--- src/rtl/fetch_queue_pkg.sv ---
// Shared types and defaults for the instruction fetch queue.
// The default geometry is a 4-entry queue fed by a 512-byte instruction ROM.
package fetch_queue_pkg;

    localparam int unsigned FQ_DEPTH  = 4;
    localparam int unsigned FQ_ROM_AW = 9;

    localparam logic [31:0] NOP_INSTR = 32'h0000_0000;

    typedef struct packed {
        logic [31:0] pc;
        logic [31:0] instr;
    } fq_entry_t;

    // Instruction addresses are always word aligned.
    function automatic logic [31:0] fq_align_pc(input logic [31:0] pc);
        return pc & ~32'h0000_0003;
    endfunction

endpackage

--- src/rtl/fetch_queue_storage.sv ---
// Entry array for the fetch queue: one write port, one combinational read port.
// Contents are deliberately not reset; validity is tracked by the owner.
module fetch_queue_storage
    import fetch_queue_pkg::*;
#(
    parameter int unsigned DEPTH = FQ_DEPTH,
    parameter int unsigned PW    = $clog2(DEPTH)
) (
    input  logic            clk,
    input  logic            i_we,
    input  logic [PW-1:0]   i_waddr,
    input  fq_entry_t       i_wdata,
    input  logic [PW-1:0]   i_raddr,
    output fq_entry_t       o_rdata
);

    fq_entry_t r_mem [DEPTH];

    always_ff @(posedge clk) begin
        if (i_we) begin
            r_mem[i_waddr] <= i_wdata;
        end
    end

    assign o_rdata = r_mem[i_raddr];

endmodule

--- src/rtl/fetch_queue.sv ---
// Instruction fetch queue: walks a fetch pointer through a combinational ROM,
// buffers {pc, instr} pairs and presents the head entry to the decode stage.
module fetch_queue
    import fetch_queue_pkg::*;
#(
    parameter int unsigned DEPTH  = FQ_DEPTH,
    parameter int unsigned ROM_AW = FQ_ROM_AW
) (
    input  logic                     clk,
    input  logic                     reset,
    output logic [ROM_AW-1:0]        rom_addr,
    input  logic [31:0]              rom_data,
    input  logic                     deq,
    input  logic                     redirect,
    input  logic [31:0]              redirect_pc,
    output logic                     out_valid,
    output logic [31:0]              out_instr,
    output logic [31:0]              out_pc,
    output logic [31:0]              out_pc_plus4,
    output logic [$clog2(DEPTH):0]   count
);

    localparam int unsigned PW = $clog2(DEPTH);
    localparam int unsigned CW = PW + 1;

    logic [PW-1:0] r_head;
    logic [PW-1:0] r_tail;
    logic [CW-1:0] r_count;
    logic [31:0]   r_fpc;

    logic [PW-1:0] w_head_nxt;
    logic [PW-1:0] w_tail_nxt;
    logic [CW-1:0] w_count_nxt;
    logic [31:0]   w_fpc_nxt;

    logic          w_full;
    logic          w_valid;
    logic          w_pop;
    logic          w_push;
    fq_entry_t     w_wr_entry;
    fq_entry_t     w_head_entry;

    assign w_full  = (r_count == CW'(DEPTH));
    // Gating with reset keeps the outputs quiet the instant reset rises.
    assign w_valid = (r_count != '0) && !reset;
    assign w_pop   = deq && w_valid && !redirect;
    assign w_push  = !redirect && (!w_full || w_pop);

    assign w_wr_entry.pc    = r_fpc;
    assign w_wr_entry.instr = rom_data;

    fetch_queue_storage #(
        .DEPTH (DEPTH),
        .PW    (PW)
    ) u_storage (
        .clk     (clk),
        .i_we    (w_push),
        .i_waddr (r_tail),
        .i_wdata (w_wr_entry),
        .i_raddr (r_head),
        .o_rdata (w_head_entry)
    );

    always_comb begin
        w_head_nxt  = r_head;
        w_tail_nxt  = r_tail;
        w_count_nxt = r_count;
        w_fpc_nxt   = r_fpc;
        if (redirect) begin
            w_head_nxt  = '0;
            w_tail_nxt  = '0;
            w_count_nxt = '0;
            w_fpc_nxt   = fq_align_pc(redirect_pc);
        end else begin
            if (w_pop) begin
                w_head_nxt = r_head + PW'(1);
            end
            if (w_push) begin
                w_tail_nxt = r_tail + PW'(1);
                w_fpc_nxt  = r_fpc + 32'd4;
            end
            unique case ({w_push, w_pop})
                2'b10:   w_count_nxt = r_count + CW'(1);
                2'b01:   w_count_nxt = r_count - CW'(1);
                default: w_count_nxt = r_count;
            endcase
        end
    end

    always_ff @(posedge clk or posedge reset) begin
        if (reset) begin
            r_head  <= '0;
            r_tail  <= '0;
            r_count <= '0;
            r_fpc   <= '0;
        end else begin
            r_head  <= w_head_nxt;
            r_tail  <= w_tail_nxt;
            r_count <= w_count_nxt;
            r_fpc   <= w_fpc_nxt;
        end
    end

    always_comb begin
        out_valid    = w_valid;
        out_instr    = NOP_INSTR;
        out_pc       = '0;
        out_pc_plus4 = '0;
        if (w_valid) begin
            out_instr    = w_head_entry.instr;
            out_pc       = w_head_entry.pc;
            out_pc_plus4 = w_head_entry.pc + 32'd4;
        end
    end

    assign count    = reset ? '0 : r_count;
    assign rom_addr = r_fpc[ROM_AW-1:0];

endmodule

--- config.mk ---
export PLATFORM = sky130hd
export DESIGN_NAME = fetch_queue
export DESIGN_NICKNAME = d
export VERILOG_FILES = /design/src/rtl/fetch_queue_pkg.sv /design/src/rtl/fetch_queue_storage.sv /design/src/rtl/fetch_queue.sv
export SDC_FILE = /design/constraint.sdc
export NUM_CORES = 1
export LEC_CHECK = 0
export CELL_PAD_IN_SITES_DETAIL_PLACEMENT = 0
export CELL_PAD_IN_SITES_GLOBAL_PLACEMENT = 1
export CORE_ASPECT_RATIO = 0.75
export CORE_MARGIN = 4
export CORE_UTILIZATION = 53
export DETAILED_ROUTE_END_ITERATION = 12
export DONT_BUFFER_PORTS = 1
export GPL_TIMING_DRIVEN = 0
export HOLD_SLACK_MARGIN = 0.06
export PLACE_DENSITY = 0.79
export SKIP_CTS_REPAIR_TIMING = 1
export SLEW_MARGIN = 15
export SYNTH_ARGS = -nofsm -noshare
export SYNTH_HDL_FRONTEND = slang
export SYNTH_SLANG_ARGS = --single-unit
export TNS_END_PERCENT = 30
--- constraint.sdc ---
create_clock -name clk -period 3.7 [get_ports clk]
set_clock_uncertainty 0.1 [all_clocks]
set_input_delay 0.74 -clock clk [delete_from_list [all_inputs] [get_ports clk]]
set_output_delay 0.74 -clock clk [all_outputs]
set_load 0.01 [all_outputs]
==> impl_metrics.csv <==
group,metric,value,unit
detailed_routing,drc,0,
final_layout,fill_cells,1644,
grt,track_usage,0.206,
floorplan,ios,177,
critical_path,worstRegToRegCells,8,
critical_path,arrival,2930,ps
sta,setup_viol,9,
critical_path,start_kind,"register",
critical_path,critical_path_class,"reg2out",
place,gp_congestion,0.848,
power_and_ir_drop,power_density,581,nW/µm²
detailed_routing,drtAntennaViolNets,0,
sta,final.setup.tns,-303,ps
floorplan,die-width,185,µm
floorplan,rows,48,
sta,fmax,265,MHz
status,status,"finished with violations",
clock_tree,clk_pin_slew_worst_paths,60,ps
grt,grt_max_degree,43,
logic_synthesis,yosysSeqAreaShare,0.671,
grt,overflow,0,
status,violations,"setup timing",
detailed_routing,first_pass_iters,5,
clock_tree,root_buffer,"clkbuf_16",
detailed_routing,wire_per_inst,23.9,µm
final_layout,final_common_cell,"edfxtp_1",
power_and_ir_drop,ir_drop,316,µV
sta,post-route-period-util,1.02,
sta,tightest_slew,820,ps
sta,slew_violations,0,
final_layout,post-route-util,0.614,
clock_tree,htreeDepth,1,
run,cap_violations,0,
critical_path,r2r_end,"r_fpc[23]",
logic_synthesis,synth_seq_cells,285,
grt,grt_pass1_wl,41200,µm
power_and_ir_drop,p_leak,4.70,nW
worst_hold_path,min_path_type,"in2async",
place,hpwl,18600,µm
sta,hold_viol,0,
place,numPortBuffers,0,
sta,relSlewSlack,0.453,
critical_path,cp-end-kind,"primary output",
grt,antenna_found_initial,2,
final_layout,final_cells,1158,
logic_synthesis,ys_types,46,
final_layout,most-common-layout-cells,"edfxtp_1, and2_1, mux4_2, nand2_1, dfrtp_1",
critical_path,crit-reg2reg-launch,"r_count[0]",
critical_path,cpPeakStageDelay,570,ps
floorplan,design.die.area,26100,µm²
detailed_routing,drt_iter0_drc,636,
critical_path,crit_chain,"buf_8 -> buf_12 -> mux4_2 -> buf_4 -> and4_4 -> and4_2 -> nand3_2 -> mux2_4",
logic_synthesis,syn_inst,782,
floorplan,core,23100,µm²
logic_synthesis,synthFlopType,"edfxtp_1",
logic_synthesis,syn_area,12500,µm²
critical_path,cp.required,2860,ps
critical_path,critPathMaxFanout,6,
detailed_routing,totalWireLength,27700,µm
clock_tree,cts_buffer_depth,3,
floorplan,initial_utilization,0.541,
grt,grt_pass1_vias,7015,
place,place_inst,1091,
clock_tree,clkSinkCount,285,
critical_path,r2r_slack,1020,ps
detailed_routing,post_drt_via_cell_ratio,6.01,
final_layout,fin_nets,913,
clock_tree,cts_tree,"built",
logic_synthesis,synth-edff-count,248,
sta,fin_ws,-72.3,ps
floorplan,die_h,141,µm
detailed_routing,vias,6959,
sta,rsz0062_at_grt,"yes",
critical_path,cpMaxStageDelayCell,"mux4_2",
final_layout,n_antenna_cell,0,
sta,fin_crit,3770,ps
final_layout,area_delta_synth_final,13.6,%
logic_synthesis,yosysWarningCount,0,
final_layout,drive_gt1_frac,0.237,
logic_synthesis,synthArstFlopShare,0.130,
clock_tree,clock_latency,530,ps
clock_tree,cts_made_buffers,27,
logic_synthesis,syn_avg_cell_area,15.9,µm²
power_and_ir_drop,power,8.23,mW
## routing by layer
layer | wire (µm) | GRT usage | vias to the layer above
li1 | - | - | 3107
met1 | 11600 | 0.292 | 3511
met2 | 12700 | 0.325 | 305
met3 | 2940 | 0.0647 | 34
met4 | 410 | 0.0359 | 2
met5 | 7 | 0 | -
## how the worst max path moves through the flow
stage / from / to / slack [ps] / cells past startpoint
6_report: r_head[0] / out_pc_plus4[17] / -70 / 8
3_5_place_dp: reset / out_instr[17] / 170 / 5
4_1_cts: r_count[0] / out_instr[20] / -390 / 7
3_3_place_gp: redirect / u_storage.r_mem[3][5] / -850 / 4
5_1_grt: r_head[0] / out_pc_plus4[17] / -160 / 8
2_1_floorplan: redirect / u_storage.r_mem[0][0] / 350 / 4
## metrics by stage
stage / hold WS [ps] / area [µm²] / setup slack [ps]
2_1_floorplan: 389 / 12500 / 350
3_3_place_gp: 428 / 12900 / -849
3_5_place_dp: 450 / 13000 / 167
4_1_cts: 169 / 13800 / -390
5_1_grt: 183 / 14200 / -157
6_report: 155 / 14200 / -72.3
## cells in the mapped netlist, drive strengths merged (2+ instances only)
library cell	instances	area, µm²
edfxtp	248	7450
and2	68	425
mux4	62	1460
nand2	53	201
dfrtp	37	926
nor2	37	139
buf	31	238
o21ai	29	145
nand3	28	145
xnor2	25	219
clkbuf	21	78.8
or4	18	135
inv	15	56.3
a21oi	13	65.1
nand4	13	109
nor3	9	45.0
o211ai	9	67.6
ha	8	100
xor2	8	70.1
and3	7	43.8
and4	7	63.8
nor4	7	43.8
o31ai	7	52.6
mux2	4	45.0
or3	4	25.0
mux2i	3	30.0
a31oi	2	12.5
nand4b	2	17.5
nor2b	2	12.5
## kinds of logic after synthesis
logic type,synth area share
buf+inv,0.0299
fa+ha+maj,0.00803
xor+xnor,0.0232
other cells,0.000301
mux,0.123
simple gates,0.114
compound gates,0.0302
flops,0.671
## worst max-delay path: cells and delay by family (launching register included)
kind | cells | cell delay (ps)
AND/OR/NAND/NOR | 3 | 590
flip-flops | 1 | 440
multiplexers | 2 | 890
buffers and inverters | 3 | 480
## power breakdown
group          internal (mW)  switching (mW)  total (mW)  leakage [nW]
clock                   1.49            1.08        2.57         0.409
sequential              3.84           0.158        4.00          2.74
combinational          0.654            1.00        1.65          1.55
total                   5.99            2.24        8.23          4.70
## state kept, by name (all words and copies together), names as in the netlist
signal,count
u_storage.r_mem,248
r_tail,2
r_count,3
r_head,2
r_fpc,30
## area by class of cell
cell class              instances  area [µm²]  area share
plain buffers                  51         347      0.0245
clock buffers                  39         721      0.0509
clock inverters                11         108     0.00760
inverters                      15        60.1     0.00424
multi-input cells             435        3910       0.276
flip-flops and latches        285        8370       0.591
well taps                     300         375      0.0265
repair buffers                 22         270      0.0191
(Power assumes the default switching activity.)
